$ cat src/rtl/uart_receiver.sv
// 8N1 UART receive stage: two-flop synchroniser, oversampled midpoint sampling,
// one-cycle strobes for good bytes (rxValid) and bad stop bits (frameErr).
module uart_receiver #(
    parameter int OVERSAMPLE = 16
) (
    input  logic       baudClk,
    input  logic       reset,
    input  logic       rx,
    output logic [7:0] rxData,
    output logic       rxValid,
    output logic       frameErr,
    output logic       busy
);

    localparam int CW = $clog2(OVERSAMPLE);
    localparam logic [CW-1:0] HALF_M1 = CW'(OVERSAMPLE / 2 - 1);
    localparam logic [CW-1:0] FULL_M1 = CW'(OVERSAMPLE - 1);

    typedef enum logic [2:0] {
        IDLE,
        START_BIT,
        DATA_BITS,
        STOP_BIT,
        WAIT_IDLE
    } state_t;

    state_t          state;
    logic            rxM;
    logic            rxS;
    logic [CW-1:0]   sampleCnt;
    logic [2:0]      bitIdx;
    logic [7:0]      shiftReg;

    // Sync flops reset high so a reset never looks like a start bit.
    always_ff @(posedge baudClk) begin
        if (reset) begin
            rxM <= 1'b1;
            rxS <= 1'b1;
        end else begin
            rxM <= rx;
            rxS <= rxM;
        end
    end

    always_ff @(posedge baudClk) begin
        if (reset) begin
            state     <= IDLE;
            sampleCnt <= '0;
            bitIdx    <= '0;
            shiftReg  <= '0;
            rxData    <= '0;
            rxValid   <= 1'b0;
            frameErr  <= 1'b0;
            busy      <= 1'b0;
        end else begin
            rxValid  <= 1'b0;
            frameErr <= 1'b0;
            case (state)
                IDLE: begin
                    sampleCnt <= '0;
                    bitIdx    <= '0;
                    if (!rxS) begin
                        state <= START_BIT;
                        busy  <= 1'b1;
                    end
                end
                START_BIT: begin
                    if (sampleCnt == HALF_M1) begin
                        sampleCnt <= '0;
                        if (!rxS) begin
                            state <= DATA_BITS;
                        end else begin
                            state <= IDLE;
                            busy  <= 1'b0;
                        end
                    end else begin
                        sampleCnt <= sampleCnt + 1'b1;
                    end
                end
                DATA_BITS: begin
                    if (sampleCnt == FULL_M1) begin
                        shiftReg[bitIdx] <= rxS;
                        sampleCnt        <= '0;
                        if (bitIdx == 3'd7) begin
                            bitIdx <= '0;
                            state  <= STOP_BIT;
                        end else begin
                            bitIdx <= bitIdx + 3'd1;
                        end
                    end else begin
                        sampleCnt <= sampleCnt + 1'b1;
                    end
                end
                STOP_BIT: begin
                    if (sampleCnt == FULL_M1) begin
                        sampleCnt <= '0;
                        if (rxS) begin
                            rxData  <= shiftReg;
                            rxValid <= 1'b1;
                            state   <= IDLE;
                            busy    <= 1'b0;
                        end else begin
                            frameErr <= 1'b1;
                            state    <= WAIT_IDLE;
                        end
                    end else begin
                        sampleCnt <= sampleCnt + 1'b1;
                    end
                end
                WAIT_IDLE: begin
                    // A held-low (break) line must not be taken as a new start bit.
                    if (rxS) begin
                        state <= IDLE;
                        busy  <= 1'b0;
                    end
                end
                default: begin
                    state     <= IDLE;
                    busy      <= 1'b0;
                    sampleCnt <= '0;
                    bitIdx    <= '0;
                end
            endcase
        end
    end

endmodule

$ cat config.mk
export PLATFORM = sky130hd
export DESIGN_NAME = uart_receiver
export DESIGN_NICKNAME = d
export VERILOG_FILES = /design/src/rtl/uart_receiver.sv
export SDC_FILE = /design/constraint.sdc
export NUM_CORES = 1
export LEC_CHECK = 0
export CAP_MARGIN = 5
export CORE_MARGIN = 2
export CORE_UTILIZATION = 40
export CTS_BUF_LIST = sky130_fd_sc_hd__clkbuf_8
export CTS_CLUSTER_SIZE = 28
export DETAILED_ROUTE_END_ITERATION = 16
export SYNTH_ARGS = -nofsm -noshare
export SYNTH_HDL_FRONTEND = slang
export SYNTH_SLANG_ARGS = --single-unit
$ cat constraint.sdc
create_clock -name baudClk -period 2 [get_ports baudClk]
set_input_delay 0.6 -clock baudClk [delete_from_list [all_inputs] [get_ports baudClk]]
set_output_delay 0.6 -clock baudClk [all_outputs]
set_load 0.01 [all_outputs]
# == Word-level counts from Yosys, hierarchy flattened ==
# Cells that the tools add are included.
# word_totals
regBits,31
input_bits,3
wordCells,66
# op_classes
add_sub_neg,2
n_lt_le_gt_ge,2
eq_ne,13
mux,25
n_bitwise,4
n_reduce_logical,10
# ops
op,n
two-way mux 3 bit,9
case mux 3 bit (5 select lines),1
!= test 2 bit (second input constant),6
case mux 4 bit (3 select lines),1
bitwise mux 8 bit,1
two-way mux 4 bit,2
two-way mux 1 bit,7
== test 3 x 2 -> 1 bit (second input constant),2
== test 3 bit (second input constant),2
case mux 3 bit (2 select lines),1
AND reduction 6 bit,1
OR reduction 3 bit,2
case mux 1 bit (5 select lines),1
adder 4 x 1 -> 4 bit (second input constant),1
== test 4 x 3 -> 1 bit (second input constant),1
== test 4 bit (second input constant),1
less-than comparator 3 x 4 -> 1 bit (second input constant),1
NOT 1 bit,4
AND reduction 2 bit,2
AND reduction 4 bit,1
adder 3 x 1 -> 3 bit (second input constant),1
demux 1 bit (select 3 bit),1
== test 3 x 1 -> 1 bit (second input constant),1
>= comparator 3 x 1 -> 1 bit (second input constant),1
5 further kinds,5

# == Longest topological paths before layout ==
# Gate-level depths: netlist of the first run.
# logic_depth
word_depth,5
mapped_depth,6

# == Least setup slack after synthesis of the first run ==
# OpenSTA, ideal clock, no wires.
# synth_timing
path_kind,register to register
startpoint,reg sampleCnt[0]
endpoint,reg shiftReg[0]
arrival_time_ns,1.406
path_slack_ns,0.466
stages_incl_launch_ff,7
n_path_buf,1
period_less_slack_ns,1.534
cell_sequence,dfxtp_1 -> ha_1 -> nand3_2 -> buf_4 -> nor4_2 -> mux2i_1 -> nor2_1
# synth_via
elab_chain_len,2
# synth_rtl
element,line,rtl
start: declaration,30,logic [CW-1:0] sampleCnt;
start signal: assignment,77,sampleCnt <= sampleCnt + 1'b1;
start signal: assignment,91,sampleCnt <= sampleCnt + 1'b1;
start signal: assignment,107,sampleCnt <= sampleCnt + 1'b1;
== test 4 bit,81,if (sampleCnt == FULL_M1) begin
AND reduction 2 bit (no line),--,
end signal: indexed assignment,82,shiftReg[bitIdx] <= rxS;
end: declaration,32,logic [7:0] shiftReg;
# No other way between the ends.
# A chain may end at the register's enable or synchronous reset.

# == Worst setup path after layout of the first run ==
# layout_timing
startpoint,reg sampleCnt[0]
endpoint,reg rxData[7]
# layout_via
elab_chain_len,2
# layout_rtl
element,line,rtl
== test 4 bit,95,if (sampleCnt == FULL_M1) begin
AND reduction 3 bit (no line),--,
end signal: assignment,98,rxData <= shiftReg;
end: declaration,9,"output logic [7:0] rxData,"
# No other way between the ends.

==> flow_summary.yaml, run 1 <==
cells_and_area:
  diodes: 0
  drive_gt1_share_pct: 12.5
  fillers: 342
  post-route-util_pct: 50.6
  area_growth_pct: 20.8
  nets: 174
  final_common_cell: "dfxtp_1"
  final_cell_mix: "dfxtp_1, nor2_1, mux2i_1"
global_routing:
  antenna_found_initial: 0
  grt_max_degree: 18
  grt_overflow_total: 0
  grt_first_pass_wirelength_mm: 4.57
  grt_pass1_vias: 1010
  track_usage_pct: 14.5
job:
  drv_cap: 0
timing:
  slew_headroom_pct: 67.2
  fin_hold_ws_ps: 416
  setup-tns-final_ps: 0
  tightest_slew_ps: 489
  hold_viol: 0
  clock.fmax_ghz: 0.567
  worst_slack_ps: 236
  rsz0062_at_grt: "false"
  period_share_pct: 88.2
  min_period_ps: 1760
  setup_viol: 0
  slew_viol_final: 0
  finalClockSkew_ps: 1.20
clock_network:
  clockBufferDepth: 2
  cts_tree: "yes"
  post_cts_resized: 0
  cts.sinks: 31
  clkTransAtPathRegs_ps: 60
  cts_buffers: 5
  h-tree-depth: 2
  post_cts_buffers: 0
  cts-root-buf: "clkbuf_8"
  worstSkewPairLatency_ps: 270
  hold_buffers: 0
floorplan:
  io_pins: 14
  dieWidth_microns: 63.3
  num_rows: 21
  initial_core_util_pct: 41.9
  die_y_microns: 63.3
  die_area_sq_um: 4010
  core_area_sq_um: 3360
placed_design:
  place_congestion: 0.725
  dp_hpwl_mm: 1.88
  port_buffers: 13
  dpl_worst_slack_ps: 233
detailed_routing:
  routed_via_density: 5.09
  vias: 1090
  finalWirelength_mm: 2.58
  drtIter0Drc: 35
  firstDrtPassIters: 4
  ant_nets: 0
  drc_errors: 0
  wire_per_inst_microns: 12.1
pwr:
  power_frac_comb_pct: 3.6
  p_int_mw: 1.00
  seq_power_share_pct: 50.5
  p_sw_uw: 244
  clkPwrFrac_pct: 45.9
  ir_drop_uv: 437
  switching_share_pct: 19.6
  cellPowerDensity_nw_per_um2: 732
  p_leak_nw: 0.587
synth:
  synth_top_area_cell: "dfxtp_1"
  synth_ff_type: "dfxtp_1"
  syn_area_per_cell_sq_um: 9.33
  synth_top_family_by_area: "simple AND/OR/NAND/NOR gates"
  synth-adder-area-share_pct: 2.66
  syn_area_sq_um: 1410
  synth.distinct_cells: 37
  synthArstFlopShare_pct: 0
  syn_nets: 157
  ys_ff_latch: 31
  synth_area_leaders: "dfxtp_1, mux2i_1, nor2_1"
  synth_edf_count: 0
  ys_warn_count: 0
  synth_compound_area_share_pct: 10.0
  synthSimpleGateAreaFrac_pct: 25.0
  postSynthCellCount: 151
  synth_seq_area_share_pct: 44.0
  synthMuxAreaShare_pct: 12.1
  synthXorXnorAreaFrac_pct: 1.87
  synth_top_area_share_pct: 44.0
worst_setup_path:
  end_kind: "flip-flop"
  worstSetupPathType: "flip-flop to flip-flop"
  cp-start-kind: "flip-flop"
  cp_max_fo: 11
  required_ps: 2170
  cp.arrival_ps: 1930
outcome:
  status: "complete, no violations"
min_path:
  hold_path_class: "flip-flop to flip-flop"
flip-flops by register name, summed over array words and instances (netlist names):
signal / cells
rxData: 8
shiftReg: 8
sampleCnt: 4
bitIdx: 3
state: 3
busy: 1
frameErr: 1
rxM: 1
rxS: 1
rxValid: 1
layer usage:
| layer | track usage (%) | vias to the layer above | share of wire, % |
|---|---|---|---|
| li1 | - | 565 | - |
| met1 | 18.7 | 498 | 49 |
| met2 | 21.3 | 21 | 44 |
| met3 | 6.07 | 6 | 5.0 |
| met4 | 5.71 | 0 | 1.7 |
| met5 | 0 | - | 0 |
stage by stage:
| stage | cell area (sq um) | instances | power (mW) |
|---|---|---|---|
| floorplan | 1410 | 151 | 0.672 |
| global placement | 1600 | 207 | 0.688 |
| detailed placement | 1600 | 207 | 0.688 |
| CTS | 1700 | 214 | 1.27 |
| global route | 1700 | 214 | 1.31 |
| finish | 1700 | 214 | 1.25 |
cells in the mapped netlist (all sizes together) (2+ instances only):
cell type and number:
or2 2, nor2 30, xnor2 3, nand2 3, buf 6, or3b 3, mux2i 17, a31oi 2
inv 3, nor3 8, ha 3, nand3b 2, nand3 2, clkbuf 4, or3 2, a32oi 2
dfxtp 31, o21a 2, and3 2, o21ai 3, nor4 5, a21oi 5
final timing paths:
path,from,end,slack [ps],depth (start not counted)
worst max register to register,sampleCnt[0],rxData[7],240,6
worst max-delay path,sampleCnt[0],rxData[7],240,6
worst min-delay path,rxM,rxS,420,1
worst min register to register,rxM,rxS,420,1
layout make-up:
| type | instances | area (sq um) | share of cell area [%] |
|---|---|---|---|
| well taps | 46 | 57.6 | 3.38 |
| clock buffers | 5 | 68.8 | 4.04 |
| clock inverters | 2 | 33.8 | 1.99 |
| flip-flops and latches | 31 | 621 | 36.5 |
| multi-input cells | 107 | 727 | 42.7 |
| inverters | 3 | 11.3 | 0.662 |
| repair buffers | 20 | 183 | 10.7 |
power groups by stage:
stage               clock network [mW]  logic, mW  registers [mW]
floorplan                            0     0.0312           0.640
global placement                     0     0.0450           0.643
detailed placement                   0     0.0452           0.643
CTS                              0.591     0.0452           0.629
global route                     0.631     0.0495           0.629
finish                           0.572     0.0450           0.629
critical path, cell delays in order, from the launching register on:
cell and delay, ps:
dfxtp_1 370, ha_1 290, nand3_2 290, nor3_4 250, buf_4 210, mux2i_1 200
nor2_1 50
logic make-up after synthesis:
family	Yosys count
muxes	17
xor gates and xnor gates	3
adders and majority gates	3
AOI/OAI and AO/OA	21
buffers and inverters	13
and+or+nand+nor	63
DFF	31
Power figures use the tool's default switching activity.
==> run 2, diff against run 1 <==
- SKIP_LAST_GASP: unset -> 1
==> results of run 2 <==
No change in the layout: final DEF, timing and power equal those of run 1.
==> run 3, diff against run 2 <==
- ABC_CLOCK_PERIOD_IN_PS: unset -> 1400
- clock period: 2 -> 1.4 ns (I/O delays scaled with it)
==> flow_summary.yaml, run 3 (synthesis results as in run 1) <==
outcome:
  status: "complete, but fails checks"
  violations: "setup timing"
detailed_routing:
  drtIter0Drc: 37
  top_layer_used: "met4"
  drc_errors: 0
  wl_met2_mm: 1.61
  firstDrtPassIters: 4
  ant_nets: 0
  wl_met3_microns: 128
  vias: 1219
  finalWirelength_mm: 3.26
  wire_per_inst_microns: 13.6
  wl_met1_mm: 1.48
  routed_via_density: 5.08
worst_setup_path:
  crit_slowest_cell: "dfxtp_2"
  r2r_slack_ps: -7
  critical_path.top_delay_family: "simple AND/OR/NAND/NOR gates"
  worstSetupPathType: "flip-flop to flip-flop"
  required_ps: 1560
  cp.arrival_ps: 1570
  r2r-end: "shiftReg[4]"
  r2r_start: "sampleCnt[1]"
  cp-start-kind: "flip-flop"
  cp.depth: 6
  cpPeakStageDelay_ps: 350
  rr_worst_depth: 6
  crit_buf_inv: 1
  path_cells: "ha_4 -> nand3_2 -> buf_12 -> nor4_4 -> mux2i_1 -> nor2_1"
  cp_max_fo: 11
  end_kind: "flip-flop"
floorplan:
  io_pins: 14
  dieWidth_microns: 63.3
  num_rows: 21
  initial_core_util_pct: 41.9
  die_area_sq_um: 4010
  core_area_sq_um: 3360
  die_y_microns: 63.3
job:
  drv_cap: 0
clock_network:
  clkTransAtPathRegs_ps: 60
  worstSkewPairLatency_ps: 270
  cts-root-buf: "clkbuf_8"
  cts_tree: "yes"
  cts.sinks: 31
  cts_buffers: 5
  h-tree-depth: 2
  clockBufferDepth: 2
timing:
  setup-tns-final_ps: -12.5
  finalClockSkew_ps: 3.40
  setup_viol: 3
  slew_headroom_pct: 82.5
  min_period_ps: 1410
  tightest_slew_ps: 261
  clock.fmax_ghz: 0.711
  period_share_pct: 100
  fin_hold_ws_ps: 460
  slew_viol_final: 0
  rsz0062_at_grt: "true"
  hold_viol: 0
  worst_slack_ps: -6.62
global_routing:
  track_usage_pct: 17.6
  grt_max_degree: 15
  grt_first_pass_wirelength_mm: 5.54
  antenna_found_initial: 0
  grt_pass1_vias: 1219
  grt_overflow_total: 0
pwr:
  p_leak_nw: 0.800
  cellPowerDensity_nw_per_um2: 891
  ir_drop_uv: 448
min_path:
  hold_path_class: "flip-flop to flip-flop"
  whs_path_depth: 1
  holdPathEnd: "busy"
  hp-start: "busy"
placed_design:
  dp_hpwl_mm: 2.32
  port_buffers: 13
  placed_cell_area_sq_um: 1860
  place_congestion: 0.773
cells_and_area:
  diodes: 0
  top_regs: "rxData x8, shiftReg x8, sampleCnt x4"
  fillers: 310
  post-route-util_pct: 60.5
  drive_gt1_share_pct: 34.5
  nets: 200
  final_cell_mix: "nor2_1, buf_4, dfxtp_1"
  register_area_sq_um: 629
  area_growth_pct: 44.4
  multi_input_comb_area_sq_um: 828
  fin_area_sq_um: 2030
## run 3: cell types whose count changed in the layout (fill, tap and decap cells not counted), moves of 7 or more
cell             change
buf_4               +22
dlygate4sd2_1       +11
dfxtp_2              +7
clkdlybuf4s50_1     -11
dfxtp_1              -7
## run 3: layout make-up
| type | instances | share of cell area (%) |
|---|---|---|
| Sequential cell | 31 | 30.9 |
| Inverter | 3 | 0.554 |
| Multi-Input combinational cell | 107 | 40.7 |
| Tap cell | 46 | 2.83 |
| Timing Repair Buffer | 46 | 19.9 |
| Clock inverter | 2 | 1.66 |
| Clock buffer | 5 | 3.38 |
## run 3: worst max-delay path by stage
stage	startpoint	slack, ps	to
floorplan	sampleCnt[1]	-4	shiftReg[4]
global placement	reset	-40	rxM
detailed placement	reset	-70	rxS
CTS	sampleCnt[1]	-30	shiftReg[4]
global route	sampleCnt[1]	-120	rxData[1]
finish	sampleCnt[1]	-7	shiftReg[4]
## run 3: timing repair
item	4_1_cts	5_1_grt
pin swaps	1	7
setup endpoints to repair	22	26
gates cloned	0	0
gates resized for setup	15	17
hold buffers	0	0
setup buffers	0	1
## run 3: worst register-to-register path, cell delays in order, from the launching register on
cell	delay, ps
dfxtp_2	350
ha_4	150
nand3_2	90
buf_12	170
nor4_4	250
mux2i_1	240
nor2_1	60
## run 3: routing by layer
metal / up-vias / global-route usage (%)
met4: 0 / 6.79
met3: 4 / 5.36
met1: 573 / 21.7
met2: 24 / 28.6
li1: 618 / -
met5: - / 0
## run 3: power breakdown
group	switching [mW]	leakage, nW	internal (mW)
Clock	0.304	0.0554	0.513
Combinational	0.0489	0.491	0.0505
Sequential	0.00606	0.254	0.890
Total	0.359	0.800	1.45
## run 3: metrics by stage
step                instances  worst slack [ps]  total power, mW
global placement          232             -42.9             1.01
finish                    240             -6.62             1.81
floorplan                 151             -4.34            0.961
CTS                       239             -35.0             1.83
detailed placement        232             -74.5             1.01
global route              240              -125             1.90
